## src/rtl/mean_pkg.sv

```systemverilog
// Shared constants and FSM encoding for the time-multiplexed mean-neuron scheduler.
package mean_pkg;

    localparam int W                  = 20;
    localparam int N_IN               = 9;
    localparam int N_OUT              = 2;
    localparam int ENTRIES_PER_NEURON = N_IN + 1;
    localparam int ADDR_W             = 5;

    typedef enum logic [1:0] {
        IDLE   = 2'd0,
        RUN    = 2'd1,
        FINISH = 2'd2
    } state_t;

endpackage

```

## src/rtl/mean_acc.sv

```systemverilog
// Gated signed accumulator: adds data when gate is set, and on the bias entry
// presents acc+bias on sum while clearing itself for the next neuron.
module mean_acc #(
    parameter int W = 20
) (
    input  logic                clk,
    input  logic                rst,
    input  logic                clr,
    input  logic                absorb,
    input  logic                gate,
    input  logic                load,
    input  logic signed [W-1:0] data,
    output logic signed [W-1:0] sum
);

    logic signed [W-1:0] acc;
    logic signed [W-1:0] term;

    assign term = gate ? data : '0;
    assign sum  = acc + term;

    always_ff @(posedge clk or posedge rst) begin
        if (rst) begin
            acc <= '0;
        end else if (clr) begin
            acc <= '0;
        end else if (absorb) begin
            acc <= load ? '0 : sum;
        end
    end

endmodule

```

## src/rtl/mean_scheduler.sv

```systemverilog
// Streams N_OUT*(N_IN+1) weight/bias words from memory through one accumulator
// and publishes one signed mean-neuron result per neuron.
module mean_scheduler
    import mean_pkg::*;
#(
    parameter int W     = mean_pkg::W,
    parameter int N_IN  = mean_pkg::N_IN,
    parameter int N_OUT = mean_pkg::N_OUT
) (
    input  logic                clk,
    input  logic                rst,
    input  logic                start,
    input  logic [N_IN-1:0]     x_in,
    output logic                w_rd,
    output logic [ADDR_W-1:0]   w_addr,
    input  logic signed [W-1:0] w_data,
    output logic                busy,
    output logic                done,
    output logic signed [W-1:0] c_out0,
    output logic signed [W-1:0] c_out1
);

    localparam int EPN  = N_IN + 1;
    localparam int PW   = $clog2(EPN);
    localparam int NW   = (N_OUT > 1) ? $clog2(N_OUT) : 1;
    localparam int LAST = N_OUT * EPN - 1;
    localparam logic [ADDR_W-1:0] LAST_ADDR = ADDR_W'(LAST);
    localparam logic [PW-1:0]     BIAS_POS  = PW'(N_IN);

    state_t state, state_nxt;
    logic   accept;

    logic [ADDR_W-1:0] addr;
    logic [PW-1:0]     pos;
    logic [NW-1:0]     neu;
    logic [N_IN-1:0]   x_lat;

    // Read-issue stage delayed by one cycle: describes the word on w_data now.
    logic              pend;
    logic [PW-1:0]     pend_pos;
    logic [NW-1:0]     pend_neu;
    logic              pend_last;

    logic [EPN-1:0]      x_ext;
    logic                gate;
    logic                is_bias;
    logic signed [W-1:0] sum;
    logic signed [W-1:0] c_reg [N_OUT];

    always_ff @(posedge clk or posedge rst) begin
        if (rst) state <= IDLE;
        else     state <= state_nxt;
    end

    always_comb begin
        state_nxt = state;
        accept    = 1'b0;
        case (state)
            IDLE: begin
                if (start) begin
                    state_nxt = RUN;
                    accept    = 1'b1;
                end
            end
            RUN: begin
                if (addr == LAST_ADDR) state_nxt = FINISH;
            end
            FINISH: begin
                if (pend && pend_last) state_nxt = IDLE;
            end
            default: state_nxt = IDLE;
        endcase
    end

    assign w_rd   = (state == RUN);
    assign w_addr = addr;
    assign busy   = (state != IDLE);

    // Address, in-neuron position and neuron index advance together so no multiply is needed.
    always_ff @(posedge clk or posedge rst) begin
        if (rst) begin
            addr  <= '0;
            pos   <= '0;
            neu   <= '0;
            x_lat <= '0;
        end else if (accept) begin
            addr  <= '0;
            pos   <= '0;
            neu   <= '0;
            x_lat <= x_in;
        end else if (state == RUN) begin
            if (addr == LAST_ADDR) begin
                addr <= '0;
                pos  <= '0;
                neu  <= '0;
            end else begin
                addr <= addr + 1'b1;
                if (pos == BIAS_POS) begin
                    pos <= '0;
                    neu <= neu + 1'b1;
                end else begin
                    pos <= pos + 1'b1;
                end
            end
        end
    end

    always_ff @(posedge clk or posedge rst) begin
        if (rst) begin
            pend      <= 1'b0;
            pend_pos  <= '0;
            pend_neu  <= '0;
            pend_last <= 1'b0;
            done      <= 1'b0;
        end else begin
            pend      <= w_rd;
            pend_pos  <= pos;
            pend_neu  <= neu;
            pend_last <= w_rd && (addr == LAST_ADDR);
            done      <= (state == FINISH) && pend && pend_last;
        end
    end

    // Bias slot carries a forced-one select bit so the bias always adds.
    assign x_ext   = {1'b1, x_lat};
    assign gate    = x_ext[pend_pos];
    assign is_bias = (pend_pos == BIAS_POS);

    mean_acc #(.W(W)) u_acc (
        .clk    (clk),
        .rst    (rst),
        .clr    (accept),
        .absorb (pend),
        .gate   (gate),
        .load   (is_bias),
        .data   (w_data),
        .sum    (sum)
    );

    always_ff @(posedge clk or posedge rst) begin
        if (rst) begin
            for (int n = 0; n < N_OUT; n++) c_reg[n] <= '0;
        end else if (pend && is_bias) begin
            for (int n = 0; n < N_OUT; n++) begin
                if (pend_neu == NW'(n)) c_reg[n] <= sum;
            end
        end
    end

    assign c_out0 = c_reg[0];
    assign c_out1 = c_reg[1];

endmodule

```

## config.mk

```make
export PLATFORM = sky130hd
export DESIGN_NAME = mean_scheduler
export DESIGN_NICKNAME = d
export VERILOG_FILES = /design/src/rtl/mean_pkg.sv /design/src/rtl/mean_acc.sv /design/src/rtl/mean_scheduler.sv
export SDC_FILE = /design/constraint.sdc
export NUM_CORES = 1
export LEC_CHECK = 0
export ABC_AREA = 1
export CELL_PAD_IN_SITES_DETAIL_PLACEMENT = 1
export CELL_PAD_IN_SITES_GLOBAL_PLACEMENT = 1
export CORE_ASPECT_RATIO = 1.75
export CORE_MARGIN = 3
export CORE_UTILIZATION = 41
export CTS_BUF_LIST = sky130_fd_sc_hd__clkbuf_4
export DETAILED_ROUTE_END_ITERATION = 10
export GPL_TIMING_DRIVEN = 0
export PLACE_DENSITY_LB_ADDON = 0.25
export SLEW_MARGIN = 20
export SYNTH_ARGS = -nofsm -noshare
export SYNTH_HDL_FRONTEND = slang
export SYNTH_SLANG_ARGS = --single-unit
export TNS_END_PERCENT = 50
```

## constraint.sdc

```tcl
create_clock -name clk -period 4.4 [get_ports clk]
set_input_delay 1.1 -clock clk [delete_from_list [all_inputs] [get_ports clk]]
set_output_delay 1.1 -clock clk [all_outputs]
set_load 0.05 [all_outputs]
```

==> results.py, run 1 <==
metrics = {
    "run_status": {
        "status": "finished clean",
    },
    "synth": {
        "avg_inst_size_synth_um2": 7.94,
        "post_synthesis_register_bit_count": 89,
        "syn-num-nets": 668,
        "ys_seq_area_share_pct": 45.7,
        "dominant_combinational_cell_family_by_area_after_synthesis": "simple AND/OR/NAND/NOR gates",
        "synth_compound_area_share_pct": 8.92,
        "synth_fa_ha_area_share_pct": 6.07,
        "synth.yosys.warnings": 0,
        "synth_cells": 613,
        "post_synth_xor_area_fraction_pct": 1.80,
        "synth-simple-area-share_pct": 30.5,
        "synth-edff-count": 0,
        "synth-main-ff-cell": "sky130_fd_sc_hd__dfrtp_1",
        "synth_cell_types": 41,
        "asyncSetResetFlopFracSynth_pct": 100,
        "synthMuxAreaShare_pct": 0,
        "synth.cell_area_um2": 4870,
    },
    "worst_hold_path": {
        "whs_path_depth": 0,
        "hold_end": "pend_pos[2]",
        "hp-class": "register to register",
        "min_from": "pos[2]",
    },
    "floorplan": {
        "vertical_die_dimension_um": 150,
        "num_io_pins": 80,
        "floorplan.initialDensity_pct": 42.0,
        "design.die.area_um2": 13300,
        "die_w_um": 88.4,
        "placementRows": 52,
        "total_core_area_um2": 11600,
    },
    "global_route": {
        "initial_antenna_violation_count": 1,
        "globalRouteTotalUtil_pct": 23.8,
        "grt_pass1_wl_um": 24300,
        "grt_max_degree": 54,
        "grt_ovf": 0,
        "vias_in_the_first_global_route": 4989,
    },
    "timing": {
        "hold_violations": 0,
        "final.period_utilization_pct": 77.1,
        "report.final.slew_viol_count": 0,
        "hold-worst-slack_ns": 0.432,
        "setup_violations": 0,
        "aggregate_negative_setup_slack_ns": 0,
        "finalWorstPathRequiredPeriod_ns": 3.39,
        "worst_slew_pin_slew_ns": 0.557,
        "clock.fmax_mhz": 295,
        "slew-limit-headroom_pct": 62.7,
        "finalClockSkew_ns": 0.0192,
        "rsz0062_at_grt": "no",
    },
    "routing": {
        "post_drt_via_cell_ratio": 5.30,
        "drc": 0,
        "first_iter_violations": 150,
        "drt-total-wl_um": 14500,
        "first_pass_drt_iterations": 4,
        "route.antenna.remaining_nets": 0,
        "dr_total_vias": 4477,
        "wire_length_per_cell_um": 17.2,
    },
    "clock_network": {
        "tritoncts_num_sinks": 89,
        "path_clk_slew_ns": 0.16,
        "cts.root.buffer_cell": "sky130_fd_sc_hd__clkbuf_4",
        "ctsLongestPathBuffers": 2,
        "cts.repair.resized": 0,
        "total_of_hold_buffers_inserted_after_clock_tree_synthesis": 0,
        "cts_htree_levels": 3,
        "post-cts-setup-buffers": 0,
        "cts_tree": "done",
        "clkLatencyLatePin_ns": 0.45,
        "tritoncts.num_buffers": 9,
    },
    "setup_path": {
        "worst-endpoint-required_ns": 4.74,
        "reg2reg_setup_slack_ns": 1.01,
        "critical_path.startpoint_type": "register",
        "critical_path_peak_fanout": 10,
        "timing.rr.end": "c_out0[16]",
        "cp.arrival_ns": 3.73,
        "timing.reg2reg.worst_path_depth": 20,
        "path_class": "register to register",
        "worst_reg2reg_startpoint": "pend_pos[0]",
        "setup.worst_path.end_class": "register",
    },
    "place": {
        "detailed_place.area_um2": 5860,
        "io_buffers": 79,
        "place_congestion": 0.881,
        "detailed_place_hpwl_um": 11700,
    },
    "layout": {
        "layout_common_cells": "193 x sky130_fd_sc_hd__nand2_1, 89 x sky130_fd_sc_hd__dfrtp_1, 79 x sky130_fd_sc_hd__clkdlybuf4s50_1, 65 x sky130_fd_sc_hd__inv_1, 52 x sky130_fd_sc_hd__nand3_1",
        "num-fill-cells": 1454,
        "post-route-cell-area_um2": 6030,
        "post_route_cells_drive_above_1_share_pct": 8.46,
        "regArea_um2": 2230,
        "mostFrequentLayoutCell": "sky130_fd_sc_hd__nand2_1",
        "finalCoreUtilization_pct": 52.0,
        "finalNetCount": 759,
        "multi_input_logic_area_um2": 2300,
        "area_delta_synth_final_pct": 23.8,
    },
    "job": {
        "number_of_max_cap_violations": 0,
    },
}
cell usage after synthesis, types with 2 or more instances:
cell / number / area share [%]
sky130_fd_sc_hd__nand2_1: 193 / 15
sky130_fd_sc_hd__dfrtp_1: 89 / 46
sky130_fd_sc_hd__inv_1: 66 / 5.1
sky130_fd_sc_hd__nand3_1: 52 / 5.3
sky130_fd_sc_hd__nor2_1: 46 / 3.5
sky130_fd_sc_hd__o21ai_0: 26 / 2.7
sky130_fd_sc_hd__ha_1: 22 / 5.7
sky130_fd_sc_hd__a21oi_1: 17 / 1.7
sky130_fd_sc_hd__o21ai_1: 14 / 1.4
sky130_fd_sc_hd__nand2_2: 7 / 0.90
sky130_fd_sc_hd__nand4_1: 7 / 0.90
sky130_fd_sc_hd__buf_2: 6 / 0.62
sky130_fd_sc_hd__inv_2: 6 / 0.46
sky130_fd_sc_hd__xnor2_1: 6 / 1.1
sky130_fd_sc_hd__nor3_1: 5 / 0.51
sky130_fd_sc_hd__o21a_1: 4 / 0.62
sky130_fd_sc_hd__xor2_1: 4 / 0.72
sky130_fd_sc_hd__a22o_1: 3 / 0.54
sky130_fd_sc_hd__clkbuf_1: 3 / 0.23
sky130_fd_sc_hd__nand3_2: 3 / 0.62
sky130_fd_sc_hd__nand3b_2: 3 / 0.69
sky130_fd_sc_hd__nor2_2: 3 / 0.39
sky130_fd_sc_hd__nor3_4: 3 / 1.0
sky130_fd_sc_hd__o21ai_2: 3 / 0.54
sky130_fd_sc_hd__buf_4: 2 / 0.31
sky130_fd_sc_hd__nand3b_1: 2 / 0.31
sky130_fd_sc_hd__nor2_4: 2 / 0.46
sky130_fd_sc_hd__o21bai_1: 2 / 0.31
sky130_fd_sc_hd__or2_1: 2 / 0.26
layer usage:
layer  up-vias  part of all wire, %  track usage, %
met1      2170                   36            25.1
met4         0                  4.2            11.9
met5         -                    0               0
li1       2153                    -               -
met2       111                   57            44.2
met3        43                  3.3            3.89
kinds of logic (layout without fill, tap and decap cells):
group	Yosys count	in the layout
AO/OA/AOI/OAI	75	75
XOR/XNOR	10	10
adder cells (fa/ha/maj)	23	23
buffers and inverters	84	180
flip-flops	89	89
other	0	1
AND/OR/NAND/NOR	332	332
per-stage QoR:
stage	std cells	worst slack [ns]
2_1_floorplan	613	0.993
3_3_place_gp	827	-0.393
3_5_place_dp	828	0.743
4_1_cts	844	0.953
5_1_grt	845	0.702
6_report	845	1.01
flip-flops by register name, indices dropped and copies added, names as in the netlist:
signal and count:
done 1, pos 4, neu 1, w_addr 5, pend_last 1, c_out1 20
pend_neu 1, c_out0 20, u_acc.acc 20, pend_pos 4, pend 1, x_lat 9
state 2
worst max-delay path, stage by stage (launching register included):
cell,delay [ns]
sky130_fd_sc_hd__dfrtp_1,0.48
sky130_fd_sc_hd__inv_2,0.08
sky130_fd_sc_hd__nand2_1,0.08
sky130_fd_sc_hd__nand3_1,0.08
sky130_fd_sc_hd__nand3b_1,0.09
sky130_fd_sc_hd__nand3_1,0.08
sky130_fd_sc_hd__nand2_2,0.14
sky130_fd_sc_hd__inv_2,0.11
sky130_fd_sc_hd__buf_2,0.23
sky130_fd_sc_hd__nor2_1,0.13
sky130_fd_sc_hd__ha_1,0.24
sky130_fd_sc_hd__inv_1,0.10
sky130_fd_sc_hd__fa_1,0.49
sky130_fd_sc_hd__nor3_4,0.26
sky130_fd_sc_hd__nor2_2,0.09
sky130_fd_sc_hd__o21ai_2,0.21
sky130_fd_sc_hd__nand2_1,0.13
sky130_fd_sc_hd__nand2_1,0.09
sky130_fd_sc_hd__nand2_2,0.06
sky130_fd_sc_hd__nand3_1,0.08
sky130_fd_sc_hd__nand2_1,0.05
final cells by class:
cell class / count / area share [%]
Clock buffer: 10 / 1.25
Buffer: 12 / 1.12
Antenna cell: 1 / 0.0415
Clock inverter: 6 / 1.50
Multi-Input combinational cell: 440 / 38.2
Timing Repair Buffer: 80 / 13.6
Inverter: 72 / 4.53
Sequential cell: 89 / 37.0
Tap cell: 135 / 2.80
worst max path at each step:
stage	slack, ns	endpoint	cells past startpoint	from
final	1.01	c_out0[16]	20	pend_pos[0]
after global routing	0.70	c_out1[16]	20	pend_pos[0]
after CTS	0.95	c_out1[16]	20	pend_pos[0]
after detailed placement	0.74	c_out1[16]	14	w_data[0]
after global placement	-0.39	c_out0[12]	2	rst
after floorplan	0.99	c_out0[0]	1	rst
Power of run 1 is left out: the tool's default activity adds up to more than one toggle a clock period on the data nets, which glitch-free logic cannot reach.
==> inputs of run 2 (changes only) <==
--- a/config.mk
+++ b/config.mk
@@ -10,7 +10,7 @@
 export CELL_PAD_IN_SITES_GLOBAL_PLACEMENT = 1
 export CORE_ASPECT_RATIO = 1.75
 export CORE_MARGIN = 3
-export CORE_UTILIZATION = 41
+export CORE_UTILIZATION = 37
 export CTS_BUF_LIST = sky130_fd_sc_hd__clkbuf_4
 export DETAILED_ROUTE_END_ITERATION = 10
 export GPL_TIMING_DRIVEN = 0
==> constraint.sdc (replaced) <==
create_clock -name clk -period 3.1 [get_ports clk]
set_input_delay 0.775 -clock clk [delete_from_list [all_inputs] [get_ports clk]]
set_output_delay 0.775 -clock clk [all_outputs]
set_load 0.05 [all_outputs]
==> run 2 against run 1 <==
Setup slack worse by 0.89 ns. Maximum frequency is 14% higher. Design area is 4.9% higher. Non-clock buffer count is 8 higher. Register-to-register slack worse by 0.89 ns. Sequential cell count stayed put. Sequential share of layout area is 1.7 points lower. Critical path type unchanged.
==> results.py, run 2 (synthesis results as in run 1) <==
metrics = {
    "timing": {
        "report.final.slew_viol_count": 0,
        "finalClockSkew_ns": 0.0304,
        "clock.fmax_mhz": 336,
        "hold_violations": 0,
        "worst_slew_pin_slew_ns": 0.576,
        "finalWorstPathRequiredPeriod_ns": 2.98,
        "setup_violations": 0,
        "final.period_utilization_pct": 96.1,
        "slew-limit-headroom_pct": 61.4,
    },
    "floorplan": {
        "design.die.area_um2": 14600,
        "floorplan.initialDensity_pct": 38.3,
        "die_w_um": 92.7,
        "vertical_die_dimension_um": 158,
        "total_core_area_um2": 12700,
        "placementRows": 54,
        "num_io_pins": 80,
    },
    "setup_path": {
        "cp.arrival_ns": 3.36,
        "critical_path.slowest_cell": "sky130_fd_sc_hd__dfrtp_2",
        "critical_path_peak_fanout": 8,
        "cp_common_cell": "sky130_fd_sc_hd__nand2_1",
        "critical_path_buf_inv_count": 3,
        "path_cells": "nand2_1 -> nand3_1 -> nand3b_1 -> nand3_2 -> nand2_4 -> inv_8 -> buf_12 -> buf_12 -> nor2_1 -> ha_2 -> nand2_1 -> nand2_1 -> a21oi_1 -> o21bai_1 -> a21oi_2 -> nand4_1 -> nand3_1 -> nand2_1",
        "cpPeakStageDelay_ns": 0.49,
        "path_class": "register to register",
        "setup.worst_path.end_class": "register",
        "worst-endpoint-required_ns": 3.48,
        "worst_path_dominant_cell_family": "simple AND/OR/NAND/NOR gates",
        "critical_path.startpoint_type": "register",
    },
    "routing": {
        "route.antenna.remaining_nets": 0,
        "dr_total_vias": 4512,
        "drt-total-wl_um": 14900,
        "wire_length_per_cell_um": 16.8,
        "drc": 0,
        "first_iter_violations": 181,
        "first_pass_drt_iterations": 4,
        "post_drt_via_cell_ratio": 5.10,
    },
    "global_route": {
        "initial_antenna_violation_count": 1,
        "met1_usage_pct": 21.7,
        "vias_in_the_first_global_route": 4879,
        "met2_routing_resource_usage_after_global_routing_pct": 40.7,
        "grt_ovf": 0,
        "groute.layer.met3.usage_pct": 3.57,
        "globalRouteTotalUtil_pct": 20.9,
        "grt_max_degree": 58,
        "grt_busiest_layer": "met2",
        "grt_pass1_wl_um": 23800,
    },
    "clock_network": {
        "path_clk_slew_ns": 0.16,
        "tritoncts.num_buffers": 9,
        "ctsLongestPathBuffers": 2,
        "cts_htree_levels": 3,
        "tritoncts_num_sinks": 89,
        "cts.root.buffer_cell": "sky130_fd_sc_hd__clkbuf_4",
        "clkLatencyLatePin_ns": 0.47,
        "cts_tree": "done",
    },
    "layout": {
        "post_route_cells_drive_above_1_share_pct": 13.7,
        "finalCoreUtilization_pct": 49.8,
        "mostFrequentLayoutCell": "sky130_fd_sc_hd__nand2_1",
        "area_delta_synth_final_pct": 29.8,
        "finalNetCount": 767,
        "layout_common_cells": "188 x sky130_fd_sc_hd__nand2_1, 88 x sky130_fd_sc_hd__dfrtp_1, 78 x sky130_fd_sc_hd__clkdlybuf4s50_1, 64 x sky130_fd_sc_hd__inv_1, 47 x sky130_fd_sc_hd__nand3_1",
        "finish.cell_count_without_fillers": 885,
    },
    "place": {
        "place_congestion": 0.875,
        "cell_count_after_placement": 861,
        "detailed_place_hpwl_um": 11700,
        "io_buffers": 79,
    },
    "run_status": {
        "status": "finished clean",
    },
    "job": {
        "number_of_max_cap_violations": 0,
    },
    "worst_hold_path": {
        "hp-class": "register to register",
    },
}
-- run 2: cell count changes in the layout (fill, tap and decap cells not counted), sizes merged --
cell and change:
buf +8, bufinv -1, inv +3, clkdlybuf4s50 -1, clkinv -2, dlymetal6s2s +1
clkbuf -1
-- run 2: cell type report --
| cell class | count | area, µm² |
|---|---|---|
| Antenna cell | 1 | 2.50 |
| Buffer | 12 | 82.6 |
| Clock buffer | 9 | 67.6 |
| Clock inverter | 6 | 83.8 |
| Fill cell | 1613 | 6380 |
| Inverter | 72 | 283 |
| Multi-Input combinational cell | 440 | 2470 |
| Sequential cell | 89 | 2230 |
| Tap cell | 168 | 210 |
| Timing Repair Buffer | 88 | 893 |
-- run 2: through the flow --
stage / setup WS [ns] / hold slack (ns) / instance area [µm²] / setup TNS, ns
2_1_floorplan: 0.0181 / 0.370 / 4870 / 0
3_3_place_gp: -1.37 / 0.384 / 5870 / -124.29
3_5_place_dp: -0.360 / 0.388 / 5900 / -5.29
4_1_cts: 0.00876 / 0.421 / 6100 / 0
5_1_grt: -0.0658 / 0.437 / 6320 / -0.532
6_report: 0.120 / 0.419 / 6320 / 0
-- run 2: worst paths after layout --
path	start	endpoint	slack [ns]	cells past startpoint
setup / recovery	pend_pos[0]	c_out0[18]	0.12	18
hold / removal	neu	pend_neu	0.42	0
setup reg to reg	pend_pos[0]	c_out0[18]	0.12	18
hold reg to reg	neu	pend_neu	0.42	0
max in group asynchronous	rst	state[1]	1.79	3
min in group asynchronous	rst	c_out1[17]	0.63	2
-- run 2: worst register-to-register path, stage by stage, from the launching register on --
cell and delay, ns:
sky130_fd_sc_hd__dfrtp_2 0.49, sky130_fd_sc_hd__nand2_1 0.11, sky130_fd_sc_hd__nand3_1 0.10, sky130_fd_sc_hd__nand3b_1 0.13, sky130_fd_sc_hd__nand3_2 0.11, sky130_fd_sc_hd__nand2_4 0.12
sky130_fd_sc_hd__inv_8 0.06, sky130_fd_sc_hd__buf_12 0.15, sky130_fd_sc_hd__buf_12 0.13, sky130_fd_sc_hd__nor2_1 0.14, sky130_fd_sc_hd__ha_2 0.35, sky130_fd_sc_hd__nand2_1 0.08
sky130_fd_sc_hd__nand2_1 0.08, sky130_fd_sc_hd__a21oi_1 0.18, sky130_fd_sc_hd__o21bai_1 0.11, sky130_fd_sc_hd__a21oi_2 0.15, sky130_fd_sc_hd__nand4_1 0.20, sky130_fd_sc_hd__nand3_1 0.16
sky130_fd_sc_hd__nand2_1 0.06
-- run 2: layer usage --
metal / share of wire (%) / vias to the layer above / wire (µm)
met3: 3.2 / 29 / 483
met5: 0 / - / 0
met2: 57 / 84 / 8450
met1: 36 / 2233 / 5420
met4: 3.7 / 0 / 546
li1: - / 2166 / -
-- run 2: timing repair --
item,CTS,global route
setup buffers,4,4
resized for setup,7,41
endpoints found under the setup margin,42,38
pin swaps,4,11
hold buffers,0,0
Power of run 2 is left out for the same reason.
==> inputs of run 3 (changes only) <==
==> constraint.sdc (replaced) <==
create_clock -name clk -period 3.1 [get_ports clk]
set_input_delay 0.465 -clock clk [delete_from_list [all_inputs] [get_ports clk]]
set_output_delay 0.465 -clock clk [all_outputs]
set_load 0.05 [all_outputs]
==> run 3 against run 2 <==
Utilization hardly changed. Highest routed layer unchanged. Critical endpoint unchanged. Critical path depth unchanged. Sequential share of layout area is essentially flat. Setup slack is the same. Clock skew about the same. First-iteration DRC count did not move. Final cell count unchanged. Wire length is essentially flat.
==> results.py, run 3 (synthesis results as in run 1) <==
metrics = {
    "clock_network": {
        "cts_tree": "done",
        "ctsLongestPathBuffers": 2,
        "tritoncts.num_buffers": 9,
        "cts_htree_levels": 3,
        "tritoncts_num_sinks": 89,
        "path_clk_slew_ns": 0.17,
        "clkLatencyLatePin_ns": 0.47,
        "total_of_hold_buffers_inserted_after_clock_tree_synthesis": 0,
        "cts.root.buffer_cell": "sky130_fd_sc_hd__clkbuf_4",
    },
    "setup_path": {
        "worst_reg2reg_startpoint": "pend_pos[0]",
        "critical_path_peak_fanout": 8,
        "cp_common_cell": "sky130_fd_sc_hd__nand2_1",
        "critical_path.startpoint_type": "register",
        "critical_path.slowest_cell": "sky130_fd_sc_hd__dfrtp_2",
        "critical_path_buf_inv_count": 3,
        "path_class": "register to register",
        "worst_path_dominant_cell_family": "simple AND/OR/NAND/NOR gates",
        "cpPeakStageDelay_ns": 0.49,
        "worst-endpoint-required_ns": 3.48,
        "cp.arrival_ns": 3.36,
        "startpoint": "pend_pos[0]",
        "setup.worst_path.end_class": "register",
        "path_cells": "nand2_1 -> nand3_1 -> nand3b_1 -> nand3_2 -> nand2_4 -> inv_8 -> buf_12 -> buf_12 -> nor2_1 -> ha_2 -> nand2_1 -> nand2_1 -> a21oi_1 -> o21bai_1 -> a21oi_2 -> nand4_1 -> nand3_1 -> nand2_1",
    },
    "timing": {
        "report.final.slew_viol_count": 0,
        "finalClockSkew_ns": 0.0305,
        "hold_violations": 0,
        "worst_slew_pin_slew_ns": 0.583,
        "slew-limit-headroom_pct": 61.0,
        "hold-worst-slack_ns": 0.323,
        "setup_violations": 0,
        "final.period_utilization_pct": 96.1,
        "clock.fmax_mhz": 336,
        "finalWorstPathRequiredPeriod_ns": 2.98,
        "postLayoutSetupSlackWorst_ns": 0.120,
    },
    "layout": {
        "layout_common_cells": "188 x sky130_fd_sc_hd__nand2_1, 88 x sky130_fd_sc_hd__dfrtp_1, 79 x sky130_fd_sc_hd__clkdlybuf4s50_1, 64 x sky130_fd_sc_hd__inv_1, 47 x sky130_fd_sc_hd__nand3_1",
        "multi_input_logic_area_um2": 2470,
        "post_route_cells_drive_above_1_share_pct": 13.7,
        "area_delta_synth_final_pct": 29.8,
        "finalNetCount": 767,
        "num-fill-cells": 1613,
        "regArea_um2": 2230,
        "mostFrequentLayoutCell": "sky130_fd_sc_hd__nand2_1",
    },
    "job": {
        "number_of_max_cap_violations": 0,
    },
    "global_route": {
        "grt_pass1_wl_um": 23800,
        "initial_antenna_violation_count": 1,
        "globalRouteTotalUtil_pct": 20.9,
        "grt_max_degree": 58,
        "vias_in_the_first_global_route": 4879,
        "grt_ovf": 0,
    },
    "place": {
        "detailed_place_hpwl_um": 11700,
        "pre_cts_ws_ns": -0.360,
        "io_buffers": 79,
        "place_congestion": 0.875,
    },
    "floorplan": {
        "floorplan.initialDensity_pct": 38.3,
        "vertical_die_dimension_um": 158,
        "num_io_pins": 80,
        "placementRows": 54,
        "die_w_um": 92.7,
        "design.die.area_um2": 14600,
        "total_core_area_um2": 12700,
    },
    "routing": {
        "first_pass_drt_iterations": 4,
        "first_iter_violations": 181,
        "post_drt_via_cell_ratio": 5.10,
        "dr_total_vias": 4513,
        "wire_length_per_cell_um": 16.8,
        "drt-total-wl_um": 14900,
        "drc": 0,
        "route.antenna.remaining_nets": 0,
    },
    "run_status": {
        "status": "finished clean",
    },
    "worst_hold_path": {
        "hp-class": "input pin to asynchronous set/reset pin",
    },
}
[run 3: changes by cell type in the layout (fill, tap and decap cells not counted), sizes merged]
cell	before	now
clkdlybuf4s50	78	79
dlymetal6s2s	1	0
[run 3: worst paths after layout]
path	endpoint	slack, ns	cells past startpoint
max	c_out0[18]	0.12	18
min	c_out1[17]	0.32	2
max reg2reg	c_out0[18]	0.12	18
min reg2reg	pend_neu	0.42	0
max in group asynchronous	state[1]	2.10	3
min in group clk	pend_neu	0.42	0
[run 3: final cells by class]
class / count / share of cell area (%)
diodes: 1 / 0.0396
plain buffers: 12 / 1.31
clock buffers: 9 / 1.07
clock inverters: 6 / 1.33
inverters: 72 / 4.48
multi-input cells: 440 / 39.1
flip-flops and latches: 89 / 35.3
well taps: 168 / 3.33
repair buffers: 88 / 14.1
[run 3: repair_timing]
item,4_1_cts,5_1_grt
gates resized for setup,7,40
pin swaps,4,11
setup buffers,4,4
endpoints found under the setup margin,42,37
[run 3: metrics by stage]
stage | utilization (%) | setup TNS, ns | instances | cell area [µm²]
after floorplan | - | 0 | 613 | 4870
after global placement | 46.2 | -96.70 | 860 | 5870
after detailed placement | 46.4 | -5.26 | 861 | 5900
after CTS | 48.0 | 0 | 880 | 6100
after global routing | 49.7 | -0.532 | 885 | 6320
final | 49.7 | 0 | 885 | 6320
[run 3: metal layers]
| layer | vias to the layer above | wire, µm | GRT usage, % |
|---|---|---|---|
| met5 | - | 0 | 0 |
| li1 | 2166 | - | - |
| met3 | 29 | 482 | 3.57 |
| met2 | 84 | 8450 | 40.7 |
| met4 | 0 | 546 | 8.60 |
| met1 | 2234 | 5430 | 21.7 |
Power of run 3 is left out for the same reason.
